==> src/rtl/fetch_ctrl.sv <==
// Instruction fetch controller for a 5-stage pipeline.
// Tracks the fetch address, waits on a variable-latency instruction memory,
// drains the wrong-path word after a redirect arrives while a fetch is
// outstanding, and stops fetching on HLT until a redirect proves it wrong-path.
//
// Ports:
//   clk, rst_n           clock, asynchronous active-low reset
//   redirect, redirect_pc taken branch from MEM and its target
//   stall                ID hazard stall, hold the fetch address
//   halt                 HLT decoded in ID
//   imem_rdy             memory returns the word for pc this cycle
//   pc, pc_plus2         current fetch address and pc + 2
//   imem_req             fetch request to instruction memory
//   fetch_valid          IF/ID may capture the returned word
//   flush_ifid/idex/exmem squash the younger pipeline registers
//   halted               fetch stopped on HLT
module fetch_ctrl #(
  parameter logic [15:0] RESET_PC = 16'h0000
) (
  input  logic        clk,
  input  logic        rst_n,
  input  logic        redirect,
  input  logic [15:0] redirect_pc,
  input  logic        stall,
  input  logic        halt,
  input  logic        imem_rdy,
  output logic [15:0] pc,
  output logic [15:0] pc_plus2,
  output logic        imem_req,
  output logic        fetch_valid,
  output logic        flush_ifid,
  output logic        flush_idex,
  output logic        flush_exmem,
  output logic        halted
);

  localparam logic [1:0] StRun   = 2'd0;
  localparam logic [1:0] StWait  = 2'd1;
  localparam logic [1:0] StDrain = 2'd2;
  localparam logic [1:0] StHalt  = 2'd3;

  // Fetch addresses are halfword aligned.
  localparam logic [15:0] ResetPcAligned = {RESET_PC[15:1], 1'b0};

  logic [1:0]  state_q, state_d;
  logic [15:0] pc_q, pc_d;
  logic [15:0] pending_q, pending_d;
  logic [15:0] target;
  logic [15:0] pc_inc;

  assign target = {redirect_pc[15:1], 1'b0};
  assign pc_inc = pc_q + 16'd2;

  always_comb begin
    state_d   = state_q;
    pc_d      = pc_q;
    pending_d = pending_q;
    unique case (state_q)
      StRun, StWait: begin
        if (redirect) begin
          if (imem_rdy) begin
            pc_d    = target;
            state_d = StRun;
          end else begin
            // Word for the old pc is still in flight; discard it first.
            pending_d = target;
            state_d   = StDrain;
          end
        end else if (halt) begin
          state_d = StHalt;
        end else if (!imem_rdy) begin
          state_d = StWait;
        end else begin
          state_d = StRun;
          if (!stall) pc_d = pc_inc;
        end
      end
      StDrain: begin
        if (imem_rdy) begin
          pc_d    = redirect ? target : pending_q;
          state_d = StRun;
        end else if (redirect) begin
          pending_d = target;
        end
      end
      StHalt: begin
        if (redirect) begin
          pc_d    = target;
          state_d = StRun;
        end
      end
      default: state_d = StRun;
    endcase
  end

  always_ff @(posedge clk or negedge rst_n) begin
    if (!rst_n) begin
      state_q   <= StRun;
      pc_q      <= ResetPcAligned;
      pending_q <= 16'h0000;
    end else begin
      state_q   <= state_d;
      pc_q      <= pc_d;
      pending_q <= pending_d;
    end
  end

  assign pc          = pc_q;
  assign pc_plus2    = pc_inc;
  assign flush_ifid  = redirect;
  assign flush_idex  = redirect;
  assign flush_exmem = redirect;
  // Qualified by rst_n so nothing requests or validates while reset is held.
  assign imem_req    = rst_n && (state_q != StHalt);
  assign fetch_valid = rst_n && ((state_q == StRun) || (state_q == StWait)) && imem_rdy
                       && !redirect;
  assign halted      = rst_n && (state_q == StHalt);

endmodule

==> config.mk <==
export PLATFORM = sky130hd
export DESIGN_NAME = fetch_ctrl
export DESIGN_NICKNAME = d
export VERILOG_FILES = /design/src/rtl/fetch_ctrl.sv
export SDC_FILE = /design/constraint.sdc
export NUM_CORES = 1
export LEC_CHECK = 0
export CAP_MARGIN = 25
export CORE_MARGIN = 4
export CORE_UTILIZATION = 50
export CTS_CLUSTER_DIAMETER = 40
export DETAILED_ROUTE_END_ITERATION = 6
export GPL_TIMING_DRIVEN = 0
export PLACE_DENSITY = 0.86
export SYNTH_ARGS = -nofsm -noshare
export SYNTH_HDL_FRONTEND = slang
export SYNTH_SLANG_ARGS = --single-unit
==> constraint.sdc <==
create_clock -name clk -period 3.4 [get_ports clk]
set_input_delay 0.68 -clock clk [delete_from_list [all_inputs] [get_ports clk]]
set_output_delay 0.68 -clock clk [all_outputs]
set_load 0.03 [all_outputs]
# Word level (Yosys, flattened, before mapping)
# Cells that the tools add are included.
[totals] ff_bits=34 inputBits=22 out_inout_bits=38 word_cells=49
[op_classes] add_sub_neg=1 eq_ne=12 muxes=20 n_reduce_logical=13
[op_table] cell="$mux 16" n=11
[op_table] cell="$pmux 16 s3" n=1
[op_table] cell="$pmux 16 s2" n=1
[op_table] cell="$add 16x2->16 const B" n=1
[op_table] cell="$ne 2x2->1 const B" n=7
[op_table] cell="$mux 2" n=5
[op_table] cell="$ne 3x3->1 const B" n=2
[op_table] cell="$pmux 2 s3" n=1
[op_table] cell="$logic_and 1x1->1" n=5
[op_table] cell="$reduce_and 5->1" n=1
[op_table] cell="$eq 2x2->1 const B" n=2
[op_table] cell="$reduce_and 4->1" n=1
[op_table] cell="$eq 2x1->1 const B" n=1
[op_table] cell="$logic_not 2->1" n=1
[op_table] cell="$reduce_and 2->1" n=1
[op_table] cell="$reduce_bool 2->1" n=1
[op_table] cell="$reduce_or 2->1" n=1
[op_table] cell="$logic_not 1->1" n=1
[op_table] cell="$logic_or 1x1->1" n=1
[op_table] cell="$mux 1" n=1

# Depth between registers and ports, before layout
# Gate-level depths: netlist (run 1).
[depth] word_depth=6 ltp_mapped=7 ltp_nobuf=6

# Worst setup path before layout (run 1)
# OpenSTA, ideal clock, no wires.
[synth_path] path_kind="register to output" start="register pc_q[1], in the netlist pc[1]" end="output pc_plus2[11]" arrival_time_ns=1.926 t_required_ns=2.720 setup_slack_ns=0.794 path_stages_with_launch=6 n_path_buf=0 path_cell_list="dfrtp_1 -> ha_1 -> nand4_2 -> nor2_1 -> and3_1 -> xor2_1"
[synth_via] elab_chain_len=1
[synth_lines] element="from (decl)" line="46" source="logic [15:0] pc_q, pc_d;"
[synth_lines] element="from (signal assigned)" line="99" source="pc_q <= ResetPcAligned;"
[synth_lines] element="from (signal assigned)" line="103" source="pc_q <= pc_d;"
[synth_lines] element="$add 16x2->16" line="52" source="assign pc_inc = pc_q + 16'd2;"
[synth_lines] element="to (decl)" line="28" source="output logic [15:0] pc_plus2,"
# No other way between the ends.

# Worst setup path in the final report (run 1)
[layout_path] start="input redirect" end="output fetch_valid"
[layout_via] elab_chain_len=2
[layout_lines] element="from (decl)" line="22" source="input logic redirect,"
[layout_lines] element="$logic_not 1->1" line="116" source="&& !redirect;"
[layout_lines] element="$logic_and 1x1->1" line="116"
[layout_lines] element="to (decl)" line="30" source="output logic fetch_valid,"
# No other way between the ends.

==> flow_summary_export.csv, run 1 <==
group,metric,value,unit
run_status,status,"complete, no violations",
timing,setup_viol,0,
setup_path,worst-path-max-fanout,10,
drt,wl,5780,um
setup_path,crit_path_end,"fetch_valid",
floorplanning,io_pins,60,
logic_synthesis,ys_seq_area_share,41.3,%
placement,hpwl,4110,um
drt,ant_nets,0,
global_route,grt_max_degree,38,
clock_tree,path_clk_slew,60,ps
setup_path,r2r_setup_slack,1430,ps
logic_synthesis,synth_edf_count,0,
setup_path,startpoint,"redirect",
drt,drc,0,
drt,viasPerCell,5.94,
power_and_ir_drop,cellPowerDensity,644,nW/um^2
global_route,grt_pass1_vias,1895,
placement,gp_congestion,0.882,
floorplanning,die_area,5220,um^2
timing,finClkSkew,4.09,ps
logic_synthesis,ys_types,43,
finish,area_growth,35.2,%
clock_tree,numCtsBuffers,5,
finish,diodes,0,
placement,dp_slack,149,ps
timing,timing.max_slew.rel_slack,46.2,%
finish,finalNetCount,302,
clock_tree,cts_tree,"done",
clock_tree,clock_latency,290,ps
setup_path,cp_data_arrival_time,2640,ps
hold_path,hold_path_class,"input pin to asynchronous set/reset pin",
power_and_ir_drop,power.internal,1.03,mW
timing,fmax,301,MHz
placement,placed_cells,322,
finish,fill_cells,308,
setup_path,rr_startpoint,"pc[1]",
clock_tree,cts.sinks,34,
timing,rsz0062_at_grt,"no",
logic_synthesis,postSynthCellCount,214,
setup_path,worst-setup-path-type,"input pin to primary output",
setup_path,r2r_end,"pc[15]",
drt,wl_per_cell,17.6,um
timing,hold_violations,0,
logic_synthesis,synth.area.top_cells,"dfrtp_1 (41%), mux2_2 (11%), nand2_1 (4.0%), xor2_1 (3.8%), nor2_1 (3.3%)",
timing,hold_slack,483,ps
clock_tree,htree_levels,2,
power_and_ir_drop,comb_power_share,50.1,%
placement,dpl_cell_area,2700,um^2
logic_synthesis,synth_area,2060,um^2
power_and_ir_drop,p_sw,766,uW
logic_synthesis,synth_top_cell_by_area,"dfrtp_1",
timing,setup_tns,0,ps
power_and_ir_drop,finalPower,1.80,mW
finish,finalNonFillerCells,328,
timing,fin_crit_sh,97.6,%
global_route,overflow,0,
global_route,grt_pass1_wl,9200,um
floorplanning,die_w,72.2,um
drt,drt_iter0_markers,223,
logic_synthesis,synth_nets,237,
placement,io_buffers,58,
timing,drv_slew,0,
finish,fin_util,69.7,%
logic_synthesis,synth_top_area_share,41.3,%
finish,drive_above_1_share,17.3,%
job,maxCapViolations,0,
finish,final_area,2790,um^2
clock_tree,holdBufCountCts,0,
setup_path,worstSetupStartpointType,"input pin",
logic_synthesis,synthFlopType,"dfrtp_1",
floorplanning,core,4000,um^2
drt,drtPass1Iterations,4,
power_and_ir_drop,clockPowerShare,16.3,%
floorplanning,die_y,72.2,um
floorplanning,rows,23,
logic_synthesis,yosysWarnings,0,
power_and_ir_drop,power_switching_share,42.6,%
power_and_ir_drop,seq_power_share,33.6,%
logic_synthesis,syn_avg_cell_area,9.64,um^2
drt,num_vias,1949,
clock_tree,root_buffer,"clkbuf_8",
global_route,antenna_found_initial,0,
timing,worst_pin_slew,808,ps
setup_path,end_kind,"primary output",
global_route,grt_use_total,22.8,%
power_and_ir_drop,p_leak,1.19,nW
setup_path,worstPathRequired,2720,ps
timing,fin_crit,3320,ps
timing,finalWorstSetupSlack,83.0,ps
power_and_ir_drop,vdd_drop_max,0.333,mV
logic_synthesis,ys_ff_latch,34,
floorplanning,initial_core_util,51.5,%
setup_path,reg2reg_depth,6,
logic_synthesis,async_flop_share,100,%
clock_tree,clock_path_buffers,2,
## Yosys cell counts, types with 2 or more instances
cell type,number
a22o_1,3
nor4_2,3
buf_2,6
mux2i_1,5
inv_1,5
nor2_1,18
mux2_2,20
o2bb2ai_1,2
o21ai_0,12
dfrtp_1,34
o21a_1,2
a21oi_1,8
nand3_1,12
a22oi_1,4
buf_4,4
and3_1,3
nor3_1,4
clkbuf_1,4
xnor2_1,4
and2_1,2
o211ai_1,5
xor2_1,9
nand2_1,22
o31ai_1,2
o22ai_1,2
o221ai_1,2
## timing repair
action	in CTS	in global routing
setup endpoints to repair	0	2
hold endpoints to repair	0	0
gates resized for setup	0	2
buffers inserted	0	0
## metal layers
metal | part of all wire [%] | routed length [um] | GRT usage [%]
met1 | 38 | 2200 | 28.0
met2 | 51 | 2960 | 38.4
met3 | 9.0 | 518 | 6.37
met4 | 1.7 | 96 | 7.93
met5 | 0 | 0 | 0
## power by group through the flow
stage,Combinational [mW],Clock (mW),Sequential (mW)
after CTS,0.903,0.298,0.600
after global routing,0.953,0.313,0.614
final,0.900,0.293,0.603
after detailed placement,0.898,0,0.605
after floorplan,0.448,0,0.692
after global placement,0.884,0,0.601
## worst min path at each step
stage	endpoint	slack [ps]	cells past startpoint
finish	pc[1]	480	1
global route	pending_q[0]	520	1
CTS	pending_q[0]	490	1
detailed placement	pending_q[0]	480	1
global placement	pending_q[0]	470	1
floorplan	pc[0]	380	0
## final cells by class
| cell class | count | area [um^2] | area share, % |
|---|---|---|---|
| plain buffers | 15 | 78.8 | 2.83 |
| clock buffers | 6 | 82.6 | 2.96 |
| inverters | 6 | 22.5 | 0.808 |
| multi-input cells | 159 | 1110 | 39.8 |
| flip-flops and latches | 34 | 851 | 30.5 |
| well taps | 50 | 62.6 | 2.24 |
| repair buffers | 58 | 581 | 20.8 |
## sequential cells by signal, indices dropped and copies added (netlist names)
signal,cells
state_q,2
pending_q,16
pc,16
## critical path, stage by stage
cell and delay [ps]:
clkdlybuf4s50_1 500, buf_2 240, nor2_1 330, and3_1 220, clkdlybuf4s50_1 670
## logic make-up (layout without fill, tap and decap cells)
logic type               after synthesis  count (layout)  share of synthesized area, %
AO/OA/AOI/OAI                         48              48                          16.1
XOR/XNOR                              13              13                          5.52
adder cells (fa/ha/maj)                1               1                         0.607
buffers and inverters                 21              85                          4.91
flip-flops                            34              34                          41.3
multiplexers                          25              25                          13.3
AND/OR/NAND/NOR                       72              72                          18.2
## layout by cell type (no fill, tap or decap), types with 2 or more instances in the layout
cell | synthesis | routed
buf_2 | 6 | 7
o211ai_1 | 5 | 5
nor3_1 | 4 | 4
mux2i_1 | 5 | 5
o221ai_1 | 2 | 2
o21ai_0 | 12 | 12
buf_4 | 4 | 4
clkdlybuf4s50_1 | 0 | 55
a21oi_1 | 8 | 8
a22o_1 | 3 | 3
o31ai_1 | 2 | 2
dlymetal6s2s_1 | 0 | 2
inv_1 | 5 | 5
and2_1 | 2 | 2
xnor2_1 | 4 | 4
clkbuf_8 | 0 | 6
o21a_1 | 2 | 2
nor4_2 | 3 | 3
nand3_1 | 12 | 12
mux2_2 | 20 | 20
and3_1 | 3 | 3
a22oi_1 | 4 | 4
nand2_1 | 22 | 22
o22ai_1 | 2 | 2
clkbuf_1 | 4 | 4
nor2_1 | 18 | 18
o2bb2ai_1 | 2 | 2
dfrtp_1 | 34 | 34
xor2_1 | 9 | 9
(Power assumes the default switching activity.)
==> inputs of run 2 (changes only) <==
SKIP_CTS_REPAIR_TIMING = 1   (was not set)
==> results of run 2 <==
The final DEF is identical to that of run 1; final timing and power are the same.
